`src/rtl/flicky_snd_cmd_tx.sv`:
```
// Main-CPU side of the sound-command link: queues command bytes and sends each one to the
// sound board as sndno plus a timed sndstart pulse, with setup, hold and spacing guaranteed.
module flicky_snd_cmd_tx #(
  parameter int DEPTH_LOG2 = 2,
  parameter int SETUP_CYC  = 2,
  parameter int HOLD_CYC   = 16,
  parameter int GAP_CYC    = 4000
) (
  input  logic                  clk8M,
  input  logic                  reset,
  input  logic                  cmd_wr,
  input  logic [7:0]            cmd_data,
  input  logic                  flush,
  input  logic                  ovf_clr,
  output logic [7:0]            sndno,
  output logic                  sndstart,
  output logic                  busy,
  output logic                  fifo_full,
  output logic [DEPTH_LOG2:0]   fifo_level,
  output logic                  overflow
);

  localparam int DEPTH = 1 << DEPTH_LOG2;
  localparam logic [DEPTH_LOG2:0]   LVL_FULL = (DEPTH_LOG2+1)'(DEPTH);
  localparam logic [DEPTH_LOG2-1:0] PTR_ONE  = DEPTH_LOG2'(1);

  typedef enum logic [1:0] {IDLE, SETUP, ASSERT, GAP} state_t;

  state_t                state;
  logic [15:0]           cnt;
  logic [7:0]            mem [DEPTH];
  logic [DEPTH_LOG2-1:0] wr_ptr;
  logic [DEPTH_LOG2-1:0] rd_ptr;
  logic [DEPTH_LOG2:0]   level;
  logic                  pop;
  logic                  wr_acc;
  logic                  wr_drop;

  // A flush on the pop edge empties the queue before anything is launched.
  assign pop     = (state == IDLE) && (level != '0) && !flush;
  assign wr_acc  = cmd_wr && !flush && (!fifo_full || pop);
  assign wr_drop = cmd_wr && !flush && fifo_full && !pop;

  assign fifo_full  = (level == LVL_FULL);
  assign fifo_level = level;
  assign busy       = (state != IDLE);

  // NOTE: the storage array has no reset; only entries counted by level are ever read.
  always_ff @(posedge clk8M) begin
    if (wr_acc) mem[wr_ptr] <= cmd_data;
  end

  // NOTE: sequential state uses non-blocking assignments so every register sees pre-edge values.
  always_ff @(posedge clk8M or posedge reset) begin
    if (reset) begin
      wr_ptr <= '0;
      rd_ptr <= '0;
      level  <= '0;
    end else if (flush) begin
      wr_ptr <= '0;
      rd_ptr <= '0;
      level  <= '0;
    end else begin
      if (wr_acc) wr_ptr <= wr_ptr + PTR_ONE;
      if (pop)    rd_ptr <= rd_ptr + PTR_ONE;
      level <= level + (DEPTH_LOG2+1)'(wr_acc) - (DEPTH_LOG2+1)'(pop);
    end
  end

  // Set wins over clear so a drop coinciding with ovf_clr is never lost.
  always_ff @(posedge clk8M or posedge reset) begin
    if (reset)        overflow <= 1'b0;
    else if (wr_drop) overflow <= 1'b1;
    else if (ovf_clr) overflow <= 1'b0;
  end

  always_ff @(posedge clk8M or posedge reset) begin
    if (reset) begin
      state    <= IDLE;
      cnt      <= '0;
      sndno    <= '0;
      sndstart <= 1'b0;
    end else begin
      case (state)
        IDLE: begin
          sndstart <= 1'b0;
          if (pop) begin
            sndno <= mem[rd_ptr];
            cnt   <= 16'(SETUP_CYC - 1);
            state <= SETUP;
          end
        end
        SETUP: begin
          if (cnt == '0) begin
            sndstart <= 1'b1;
            cnt      <= 16'(HOLD_CYC - 1);
            state    <= ASSERT;
          end else begin
            cnt <= cnt - 16'd1;
          end
        end
        ASSERT: begin
          if (cnt == '0) begin
            sndstart <= 1'b0;
            cnt      <= 16'(GAP_CYC - 1);
            state    <= GAP;
          end else begin
            cnt <= cnt - 16'd1;
          end
        end
        GAP: begin
          if (cnt == '0) state <= IDLE;
          else           cnt   <= cnt - 16'd1;
        end
        default: state <= IDLE;
      endcase
    end
  end

endmodule
```
`config.mk`:
```
export PLATFORM = sky130hd
export DESIGN_NAME = flicky_snd_cmd_tx
export DESIGN_NICKNAME = d
export VERILOG_FILES = /design/src/rtl/flicky_snd_cmd_tx.sv
export SDC_FILE = /design/constraint.sdc
export NUM_CORES = 1
export LEC_CHECK = 0
export BUFFER_PORTS_ARGS = -buffer_cell sky130_fd_sc_hd__buf_4
export CAP_MARGIN = 10
export CORE_ASPECT_RATIO = 1.25
export CORE_MARGIN = 2
export CORE_UTILIZATION = 37
export CTS_BUF_LIST = sky130_fd_sc_hd__clkbuf_8
export DETAILED_ROUTE_END_ITERATION = 10
export PLACE_DENSITY = 0.56
export SYNTH_ARGS = -nofsm -noshare
export SYNTH_HDL_FRONTEND = slang
export SYNTH_SLANG_ARGS = --single-unit
export TNS_END_PERCENT = 100
```
`constraint.sdc`:
```
create_clock -name clk8M -period 3.6 [get_ports clk8M]
set_clock_uncertainty 0.15 [all_clocks]
set_input_delay 0 -clock clk8M [delete_from_list [all_inputs] [get_ports clk8M]]
set_output_delay 0 -clock clk8M [all_outputs]
set_load 0.02 [all_outputs]
```
**Word level (Yosys, flattened, before mapping)**

Memory sizes are Yosys's and may differ from the RTL's. A register that Yosys moved wholly into a read port is not among the register bits.
Index checks and enable logic that the tools add are counted.

- Input bits: 13
- RAM bits: 32
- Register bits: 27
- Word-level logic and storage cells: 66
- Memories: 1
- Output and inout bits: 15

Memories:

| memory | words | width | rd ports | clocked after Yosys merged registers in | wr ports | RTL line | RTL |
|---|---|---|---|---|---|---|---|
| mem | 4 | 8 | 1 | 1 | 1 | 31 | `logic [7:0] mem [DEPTH];` |

- Muxes and demuxes: 22
- Equality and inequality tests: 9
- Reductions and logical operators: 22
- Add/sub/neg operators: 5

Operator list:

| kind | number |
|---|---|
| $mux 16 | 4 |
| $pmux 16 s4 | 1 |
| $logic_not 16->1 | 1 |
| $mux 2 | 8 |
| $sub 16x1->16 const B | 1 |
| $ne 2x2->1 const B | 5 |
| $pmux 2 s4 | 1 |
| $reduce_bool 2->1 | 4 |
| $logic_and 1x1->1 | 6 |
| $mux 1 | 6 |
| $reduce_bool 3->1 | 2 |
| $add 2x1->2 const B | 2 |
| $eq 2x2->1 const B | 2 |
| $reduce_and 2->1 | 2 |
| $reduce_and 4->1 | 1 |
| $add 3x1->3 | 1 |
| $eq 3x3->1 const B | 1 |
| $logic_not 1->1 | 3 |
| $mux 3 | 1 |
| $pmux 1 s3 | 1 |
| $reduce_and 3->1 | 1 |
| $sub 3x1->3 | 1 |
| $eq 2x1->1 const B | 1 |
| $logic_not 2->1 | 1 |
| $logic_or 1x1->1 | 1 |

**Logic depth before layout (Yosys ltp)**

Gate-level depths: netlist of run 1.

- Word-level depth: 8
- Mapped depth: 10

**Least setup slack after synthesis of run 1**

No wires, ideal clock.

- Kind: flip-flop to flip-flop
- Start point: reg level[1], in the netlist fifo_level[1]
- End point: reg level[1], in the netlist fifo_level[1]
- Path slack: 931 ps
- Data required time: 3,377 ps
- Data arrival time: 2,446 ps
- Buffers on the path: 0
- Cell stages (with the launch flop): 8
- Period minus slack after synthesis: 2,669 ps
- Cells stage by stage: dfrtp_1 -> nor3b_1 -> a211oi_1 -> mux2_2 -> ha_1 -> inv_1 -> fa_1 -> nor2_1

RTL lines:

| what | RTL line | RTL |
|---|---|---|
| from (decl) | 34 | `logic [DEPTH_LOG2:0] level;` |
| from (signal assigned) | 66 | `level <= level + (DEPTH_LOG2+1)'(wr_acc) - (DEPTH_LOG2+1)'(pop);` |
| $eq 3x3->1 | 44 | `assign fifo_full = (level == LVL_FULL);` |
| via fifo_full | 18 | `output logic fifo_full,` |
| $logic_not 1->1 | 41 | `assign wr_acc = cmd_wr && !flush && (!fifo_full \|\| pop);` |
| $logic_or 1x1->1 | 41 |  |
| $logic_and 1x1->1 | 41 |  |
| $add 3x1->3 | 66 |  |
| $sub 3x1->3 | 66 |  |
| $mux 3 | 59 | `end else if (flush) begin` |

The timed path passes the listed nets, and every way through them passes these cells.
A chain may end at the register's enable or synchronous reset.

**Worst setup path in the final report of run 1**

- Start point: reg state[1]
- End point: reg level[2], in the netlist fifo_level[2]

- Longest elaborated chain between the ends: 8

Ends and longest elaborated chain:

| what | RTL line | RTL |
|---|---|---|
| from (decl) | 29 | `state_t state;` |
| from (signal assigned) | 79 | `state <= IDLE;` |
| from (signal assigned) | 90 | `state <= SETUP;` |
| from (signal assigned) | 97 | `state <= ASSERT;` |
| $logic_not 2->1 * | 40 | `assign pop = (state == IDLE) && (level != '0) && !flush;` |
| $logic_and 1x1->1 * (2 in a row) | 40 |  |
| $logic_or 1x1->1 | 41 |  |
| $logic_and 1x1->1 | 41 |  |
| $add 3x1->3 | 66 |  |
| $sub 3x1->3 * | 66 |  |
| $mux 3 * | 59 |  |

Every way passes the cells marked *; elsewhere a longest branch is shown, timed or not.

==> results of run 1 <==
-- power breakdown --
group	internal, mW	total (mW)	switching (mW)
combinational	0.607	1.36	0.748
clock	0.331	0.660	0.329
sequential	0.974	1.14	0.165
total	1.91	3.15	1.24
-- sequential cells by signal (all words and copies together) (netlist names) --
| register | count |
|---|---|
| rd_ptr | 2 |
| sndstart | 1 |
| fifo_level | 3 |
| cnt | 16 |
| sndno | 8 |
| mem | 32 |
| wr_ptr | 2 |
| state | 2 |
| overflow | 1 |
-- through the flow --
step | hold slack (ns) | setup slack (ns) | std cells | cell area [sq um] | total power [mW]
after floorplan | -0.05847 | 0.9315 | 244 | 3181 | 2.131
after global placement | 0.01962 | 1.019 | 363 | 3492 | 2.485
after detailed placement | 0.02656 | 0.9225 | 363 | 3492 | 2.505
after CTS | 0.1936 | 0.9131 | 392 | 3827 | 3.187
after global routing | 0.2322 | 0.6924 | 392 | 3827 | 3.391
final | 0.1758 | 0.9062 | 392 | 3827 | 3.154
-- metal layers --
layer | part of all wire [%] | up-vias
met5 | 0 | -
met4 | 1.5 | 0
met3 | 3.1 | 8
met2 | 53 | 34
met1 | 43 | 1025
li1 | - | 1011
-- cell families after synthesis --
| logic type | Yosys count |
|---|---|
| AO/OA/AOI/OAI | 51 |
| XOR/XNOR | 5 |
| adder cells (fa/ha/maj) | 14 |
| buffers and inverters | 21 |
| flip-flops | 67 |
| multiplexers | 19 |
| AND/OR/NAND/NOR | 67 |
-- area by class of cell --
type	count	area, sq um
Inverter	13	48.80
Timing Repair Buffer	43	355.3
Clock buffer	9	123.9
Sequential cell	67	1837
Multi-Input combinational cell	156	1260
Tap cell	97	121.4
Fill cell	754	4459
Clock inverter	7	81.33
-- critical path: stages, from the launching register on --
cell,delay [ns]
dfrtp_1,0.44
inv_1,0.13
ha_1,0.24
inv_1,0.10
a211oi_1,0.51
mux2_2,0.27
ha_1,0.13
inv_1,0.04
fa_1,0.37
xnor2_1,0.16
nor2_1,0.05
-- worst max-delay path by stage --
| stage | from | end | depth (start not counted) | slack [ns] |
|---|---|---|---|---|
| 2_1_floorplan | fifo_level[1] | fifo_level[1] | 7 | 0.93 |
| 3_3_place_gp | state[0] | fifo_level[2] | 10 | 1.02 |
| 3_5_place_dp | state[0] | fifo_level[2] | 10 | 0.92 |
| 4_1_cts | state[1] | fifo_level[2] | 10 | 0.91 |
| 5_1_grt | state[1] | fifo_level[2] | 10 | 0.69 |
| 6_report | state[1] | fifo_level[2] | 10 | 0.91 |
-- cell usage after synthesis (all sizes together), types with 2 or more instances --
master | count | area [sq um]
dfrtp | 35 | 875.8
ha | 13 | 162.7
or3 | 3 | 20.02
buf | 5 | 23.77
a21oi | 17 | 85.08
o311ai | 2 | 17.52
a211oi | 2 | 15.01
a41oi | 2 | 17.52
and2 | 4 | 25.02
mux2 | 10 | 112.6
or2 | 2 | 12.51
edfxtp | 32 | 960.9
xnor2 | 2 | 17.52
nor4 | 3 | 33.78
clkbuf | 3 | 11.26
nand2b | 3 | 18.77
a31oi | 7 | 58.81
inv | 13 | 48.80
o22a | 8 | 70.07
mux4 | 8 | 180.2
nand2 | 12 | 45.04
xor2 | 3 | 26.28
o21ai | 3 | 15.01
nor2 | 19 | 71.32
nand3 | 3 | 15.01
nor3 | 8 | 40.04
or4 | 4 | 42.54
-- repair_timing --
action / CTS / global route
setup endpoints to repair: 0 / 0
endpoints found under the hold margin: 56 / 0
hold buffers: 13 / 0
==> flow_metrics.tcl, run 1 <==
set metrics [dict create \
    most-common-layout-cells "dfrtp_1, edfxtp_1, buf_4" \
    cp_max_fo 7 \
    dp.final_hpwl_um 4291 \
    layout_worst_path_cycle_share_pct 74.83 \
    root_buffer "clkbuf_8" \
    yosys_most_used_dff "dfrtp_1" \
    vias 2078 \
    finalHoldViolCount 0 \
    final.setup.tns_ns 0 \
    synth_top_family_by_area "simple AND/OR/NAND/NOR gates" \
    starting_density_of_the_core_pct 38.38 \
    antenna_cells_inserted 0 \
    floorplan.die_area_sq_um 9358 \
    clk_latency_ns 0.35 \
    grtUsageTotal_pct 15.00 \
    postCtsResizedCells 0 \
    worst_ir_drop_vdd_uv 438.7 \
    postLayoutCoreUtil_pct 46.19 \
    vias_in_the_first_global_route 2134 \
    timing.slew.headroom_pct 51.86 \
    max_freq_mhz 371.2 \
    avgViaCountPerCell 5.301 \
    worst_ep_arrival_time_ns 2.78 \
    post_synth_mux_area_share_pct 9.520 \
    ant_nets 0 \
    routabilityCongestion 0.7453 \
    synth.avg_cell_area_sq_um 13.04 \
    core_area_sq_um 8287 \
    postCtsSetupRepairBufs 0 \
    synth-edff-count 32 \
    end_kind "register" \
    path_clk_slew_ns 0.08 \
    total_leakage_power_nw 1.585 \
    max-cap-violations 0 \
    met2_usage_pct 25.63 \
    global_route_wire_length_before_repair_um 10580 \
    area_growth_pct 20.34 \
    timing.rr.start "state[1]" \
    floorplan.die.width_um 86.93 \
    tritoncts.num_buffers 9 \
    clock_sink_count 67 \
    timing_worst_slew_pin_value_ns 0.7213 \
    hold_path.class "input port to async pin" \
    status "completed" \
    syn_std_cell_area_sq_um 3181 \
    drt_pass1_iterations 4 \
    die_h_um 107.7 \
    finalSetupViolations 0 \
    tritoncts "built" \
    detail_route.wl_per_cell_um 16.39 \
    initial_antenna_violation_count 0 \
    floorplan.io_pins 28 \
    synth_cells 244 \
    postRouteWirelength_um 6423 \
    netlist-cell-type-count 51 \
    global_route.overflow_total 0 \
    post_route_cells_drive_above_1_share_pct 25.08 \
    cts_max_path_buffers 2 \
    kind_of_critical_path "register to register" \
    synthAdderAreaFrac_pct 5.744 \
    timing.final.max_slew_violations 0 \
    num_rows 37 \
    setup_crit_start_kind "register" \
    port_buffers 27 \
    mostFrequentLayoutCell "dfrtp_1" \
    yosys_warnings 0 \
    first_iter_violations 73 \
    share_of_the_synthesized_netlist_area_taken_by_xor_and_xnor_gates_pct 1.377 \
    use_met1_pct 18.15 \
    grt_util_met3_pct 3.758 \
    layout_min_cycle_time_ns 2.694 \
    power_density_nw_per_um2 824.1 \
    synth-seq-area-share_pct 57.75 \
    regToRegSetupSlack_ns 0.91 \
    synth.ff_latch_count 67 \
    final_net_count 317 \
    grt_setup_unrepaired "false" \
    grt.busiest_layer "met2" \
    grt_max_degree 21 \
    reg2reg_to "fifo_level[2]" \
    post_synth_and_or_nand_nor_area_fraction_pct 11.57 \
    required_time_reported_for_the_critical_path_endpoint_ns 3.69 \
    synth_async_sr_flop_share_pct 52.24 \
    timing.reg2reg.worst_path_depth 10 \
    clock_tree.htree_level_count 3 \
    synth.net_count 271 \
    drcViolationCount 0 \
    synthesized_area_fraction_occupied_by_ao_oa_aoi_and_oai_cells_pct 11.41 \
]
Power figures use the tool's default switching activity.
==> inputs of run 2 (changes only) <==
clock period = 2.59 ns   (was 3.6 ns; I/O delays follow)
==> flow_metrics.tcl, run 2 (same netlist as run 1, synthesis figures left out) <==
set metrics [dict create \
    internal_power_mw 2.870 \
    dp.final_hpwl_um 4452 \
    net_switching_power_of_the_design_mw 1.747 \
    postRouteWirelength_um 6339 \
    drt_pass1_iterations 4 \
    crit_chain "inv_1, ha_1, or4b_1, or4_4, a31oi_4, a31oi_1, o22a_1" \
    postCtsResizedCells 0 \
    non_filler_cell_area_final_sq_um 3985 \
    status "completed" \
    reg2reg_to "cnt[11]" \
    timing_worst_slew_pin_value_ns 0.8126 \
    reg.largest.list "mem x32, cnt x16, sndno x8" \
    largest-register "mem" \
    hold_bufs_at_cts 13 \
    placedCellCount 378 \
    final.setup.tns_ns 0 \
    routabilityCongestion 0.8454 \
    grtUsageTotal_pct 14.84 \
    cp_max_fo 6 \
    first_iter_violations 103 \
    core_area_sq_um 8287 \
    pwr-share-clk_pct 21.9 \
    port_buffers 27 \
    grt_max_degree 21 \
    floorplan.io_pins 28 \
    timing.slew.headroom_pct 45.77 \
    ant_nets 0 \
    max_freq_mhz 406.8 \
    clock_sink_count 67 \
    setup_crit_start_kind "register" \
    post_route_cells_drive_above_1_share_pct 29.03 \
    cp_buf_inv_count 1 \
    detail_route.wl_per_cell_um 15.57 \
    area_growth_pct 25.29 \
    family_with_the_most_delay_on_the_worst_path "simple AND/OR/NAND/NOR gates" \
    crit_path_end "cnt[11]" \
    mostFrequentLayoutCell "buf_4" \
    floorplan.die.width_um 86.93 \
    antenna_cells_inserted 0 \
    kind_of_critical_path "register to register" \
    most-common-layout-cells "buf_4, dfrtp_1, edfxtp_1" \
    drcViolationCount 0 \
    postCtsSetupRepairBufs 0 \
    floorplan.die_area_sq_um 9358 \
    total_leakage_power_nw 1.687 \
    worst_ir_drop_vdd_uv 460.8 \
    global_route_wire_length_before_repair_um 10560 \
    final_cell_count_no_fill 407 \
    placed_area_sq_um 3622 \
    timing.reg2reg.worst_path_depth 7 \
    largest_reg_flops 32 \
    root_buffer "clkbuf_8" \
    clk_latency_ns 0.34 \
    finalSetupViolations 0 \
    regToRegSetupSlack_ns 0.13 \
    layout_worst_path_cycle_share_pct 94.91 \
    avgViaCountPerCell 5.364 \
    power_density_nw_per_um2 1159 \
    critical_path.max_stage_delay_ns 0.50 \
    vias 2183 \
    hold-worst-slack_ns 0.2127 \
    required_time_reported_for_the_critical_path_endpoint_ns 2.67 \
    global_route.overflow_total 0 \
    timing.rr.start "cnt[1]" \
    tritoncts "built" \
    critical_path.slowest_cell "or4b_1" \
    timing.final.max_slew_violations 0 \
    pwr-share-seq_pct 33.7 \
    worst_ep_arrival_time_ns 2.54 \
    worst-path-stages 7 \
    die_h_um 107.7 \
    end_kind "register" \
    power_frac_comb_pct 44.4 \
    critical_path.startpoint "cnt[1]" \
    max-cap-violations 0 \
    final_net_count 332 \
    layout_min_cycle_time_ns 2.458 \
    initial_antenna_violation_count 0 \
    starting_density_of_the_core_pct 38.38 \
    hold_path.class "input port to async pin" \
    path_clk_slew_ns 0.08 \
    grt_setup_unrepaired "false" \
    vias_in_the_first_global_route 2161 \
    clock_tree.htree_level_count 3 \
    num_rows 37 \
    finalHoldViolCount 0 \
    power.switching_fraction_pct 37.84 \
    cts_max_path_buffers 2 \
    tritoncts.num_buffers 9 \
]
run 2: worst min-delay path by stage:
stage,from,to,cells after the start
2_1_floorplan,ovf_clr,overflow,1
3_3_place_gp,ovf_clr,overflow,2
3_5_place_dp,ovf_clr,overflow,2
4_1_cts,cmd_data[4],mem[3][4],2
5_1_grt,cmd_data[4],mem[3][4],2
6_report,reset,sndno[0],3
run 2: per-stage QoR:
| stage | total power [mW] | utilization, % | worst slack [ns] |
|---|---|---|---|
| floorplan | 2.965 | - | 0.03423 |
| CTS | 4.675 | 48.09 | 0.1288 |
| finish | 4.617 | 48.09 | 0.1320 |
| detailed placement | 3.634 | 43.71 | 0.1154 |
| global placement | 3.592 | 43.71 | 0.1820 |
| global route | 4.956 | 48.09 | 0.002101 |
run 2: area by class of cell:
cell class | instances | area [sq um]
Fill cell | 745 | 4302
Sequential cell | 67 | 1837
Multi-Input combinational cell | 156 | 1265
Timing Repair Buffer | 58 | 480.5
Clock buffer | 9 | 123.9
Tap cell | 97 | 121.4
Clock inverter | 7 | 108.9
Inverter | 13 | 48.80
run 2: power groups by stage:
stage	registers, mW	logic, mW	clock network [mW]
after floorplan	1.62	1.34	0
after global placement	1.58	2.02	0
after detailed placement	1.58	2.05	0
after CTS	1.56	2.07	1.04
after global routing	1.60	2.27	1.08
final	1.55	2.05	1.01
run 2: routing by layer:
layer  vias up  routed length, um  GRT usage (%)
met3        15                191          3.681
li1       1041                  -              -
met1      1087               2737          18.56
met2        40               3271          24.15
met4         0                139          6.473
met5         -                  0              0
run 2: tightest hold or removal path: stages:
cell	delay [ns]
dlygate4sd3_1	0.53
buf_4	0.13
inv_1	0.58
==> inputs of run 3 (changes only) <==
==> constraint.sdc (replaced) <==
create_clock -name clk8M -period 2.59 [get_ports clk8M]
set_clock_uncertainty 0.15 [all_clocks]
set_input_delay 0.6475 -clock clk8M [delete_from_list [all_inputs] [get_ports clk8M]]
set_output_delay 0.6475 -clock clk8M [all_outputs]
set_load 0.02 [all_outputs]
==> flow_metrics.tcl, run 3 (same netlist as run 1, synthesis figures left out) <==
set metrics [dict create \
    status "completed" \
    area_growth_pct 21.01 \
    hold_bufs_at_cts 0 \
    tritoncts "built" \
    floorplan.io_pins 28 \
    largest_reg_flops 32 \
    non_filler_cell_area_final_sq_um 3849 \
    num_rows 37 \
    clk_latency_ns 0.36 \
    grt_setup_unrepaired "false" \
    hold_path.class "input port to async pin" \
    grtUsageTotal_pct 14.80 \
    global_route.overflow_total 0 \
    required_time_reported_for_the_critical_path_endpoint_ns 2.68 \
    clock_sink_count 67 \
    final_net_count 321 \
    timing.final.max_slew_violations 0 \
    clock_tree.htree_level_count 3 \
    dp.final_hpwl_um 4288 \
    routabilityCongestion 0.7623 \
    floorplan.die_area_sq_um 9358 \
    post_route_cells_drive_above_1_share_pct 31.10 \
    finalWorstSetupSlack_ns 0.1304 \
    largest-register "mem" \
    timing_worst_slew_pin_value_ns 0.4891 \
    finalSetupViolations 0 \
    first_iter_violations 80 \
    setup_crit_start_kind "register" \
    placed_area_sq_um 3637 \
    floorplan.die.width_um 86.93 \
    mostFrequentLayoutCell "buf_4" \
    design_power_total_mw 4.507 \
    total_leakage_power_nw 1.629 \
    final.setup.tns_ns 0 \
    cp_max_fo 6 \
    core_area_sq_um 8287 \
    power_density_nw_per_um2 1171 \
    root_buffer "clkbuf_8" \
    postCtsResizedCells 0 \
    pre_cts_ws_ns 0.1137 \
    vias 2101 \
    kind_of_critical_path "register to register" \
    postCtsSetupRepairBufs 0 \
    path_clk_slew_ns 0.09 \
    end_kind "register" \
    detail_route.wl_per_cell_um 15.74 \
    grt_max_degree 36 \
    worst_ep_arrival_time_ns 2.55 \
    reg.largest.list "mem x32, cnt x16, sndno x8" \
    cts_max_path_buffers 2 \
    layout_worst_path_cycle_share_pct 94.97 \
    avgViaCountPerCell 5.306 \
    max_freq_mhz 406.6 \
    antenna_cells_inserted 0 \
    ant_nets 0 \
    postRouteWirelength_um 6235 \
    vias_in_the_first_global_route 2106 \
    worst_ir_drop_vdd_uv 425.2 \
    drt_pass1_iterations 4 \
    finalHoldViolCount 0 \
    port_buffers 27 \
    drcViolationCount 0 \
    tritoncts.num_buffers 9 \
    starting_density_of_the_core_pct 38.38 \
    global_route_wire_length_before_repair_um 10370 \
    layout_min_cycle_time_ns 2.460 \
    timing.slew.headroom_pct 67.39 \
    final_cell_count_no_fill 396 \
    initial_antenna_violation_count 0 \
    most-common-layout-cells "buf_4, dfrtp_1, edfxtp_1" \
    placedCellCount 380 \
    max-cap-violations 0 \
    die_h_um 107.7 \
    num-fill-cells 750 \
]
## run 3: cell count changes in the layout (fill, tap and decap cells not counted), sizes merged
cell,before,now
dlygate4sd3,13,0
buf,45,47
bufinv,2,1
clkinv,2,3
## run 3: worst paths after layout
path                              start         to  slack [ns]  depth (start not counted)
worst max-delay path             cnt[1]     cnt[8]        0.13                          7
worst min-delay path              reset   sndno[0]        0.25                          3
worst max register to register   cnt[1]     cnt[8]        0.13                          7
worst min register to register  cnt[13]    cnt[13]        0.36                          1
max in group asynchronous         reset  rd_ptr[0]        1.68                          3
min in group clk8M              ovf_clr   overflow        0.32                          2
## run 3: power by group
group          leakage, nW  switching (mW)  internal (mW)
clock                0.105           0.449          0.459
sequential           0.746           0.164           1.35
combinational        0.778            1.13          0.954
## run 3: area by class of cell
class | count | area, sq um | share of cell area, %
sequential | 67 | 1837 | 47.72
multi-input combinational | 156 | 1270 | 33.00
timing repair buffer | 47 | 365.4 | 9.493
clock buffer | 9 | 123.9 | 3.218
tap | 97 | 121.4 | 3.153
clock inverter | 7 | 82.58 | 2.146
inverter | 13 | 48.80 | 1.268
## run 3: metrics by stage
stage | hold slack (ns) | util, %
3_3_place_gp | 0.3300 | 43.89
3_5_place_dp | 0.3482 | 43.89
4_1_cts | 0.2640 | 46.38
6_report | 0.2491 | 46.44
2_1_floorplan | 0.2951 | -
5_1_grt | 0.2932 | 46.44
## run 3: layer usage
layer / up-vias / track usage (%) / wire [um]
li1: 1023 / - / -
met1: 1034 / 18.37 / 2737
met2: 29 / 23.56 / 3122
met3: 15 / 3.067 / 181
met4: 0 / 8.705 / 193
met5: - / 0 / 0
## run 3: critical path, stage by stage, from the launching register on
cell	delay, ns
dfrtp_1	0.40
inv_1	0.09
ha_1	0.14
or4b_1	0.50
or4_4	0.49
a31oi_4	0.29
a41oi_1	0.08
o22a_1	0.21
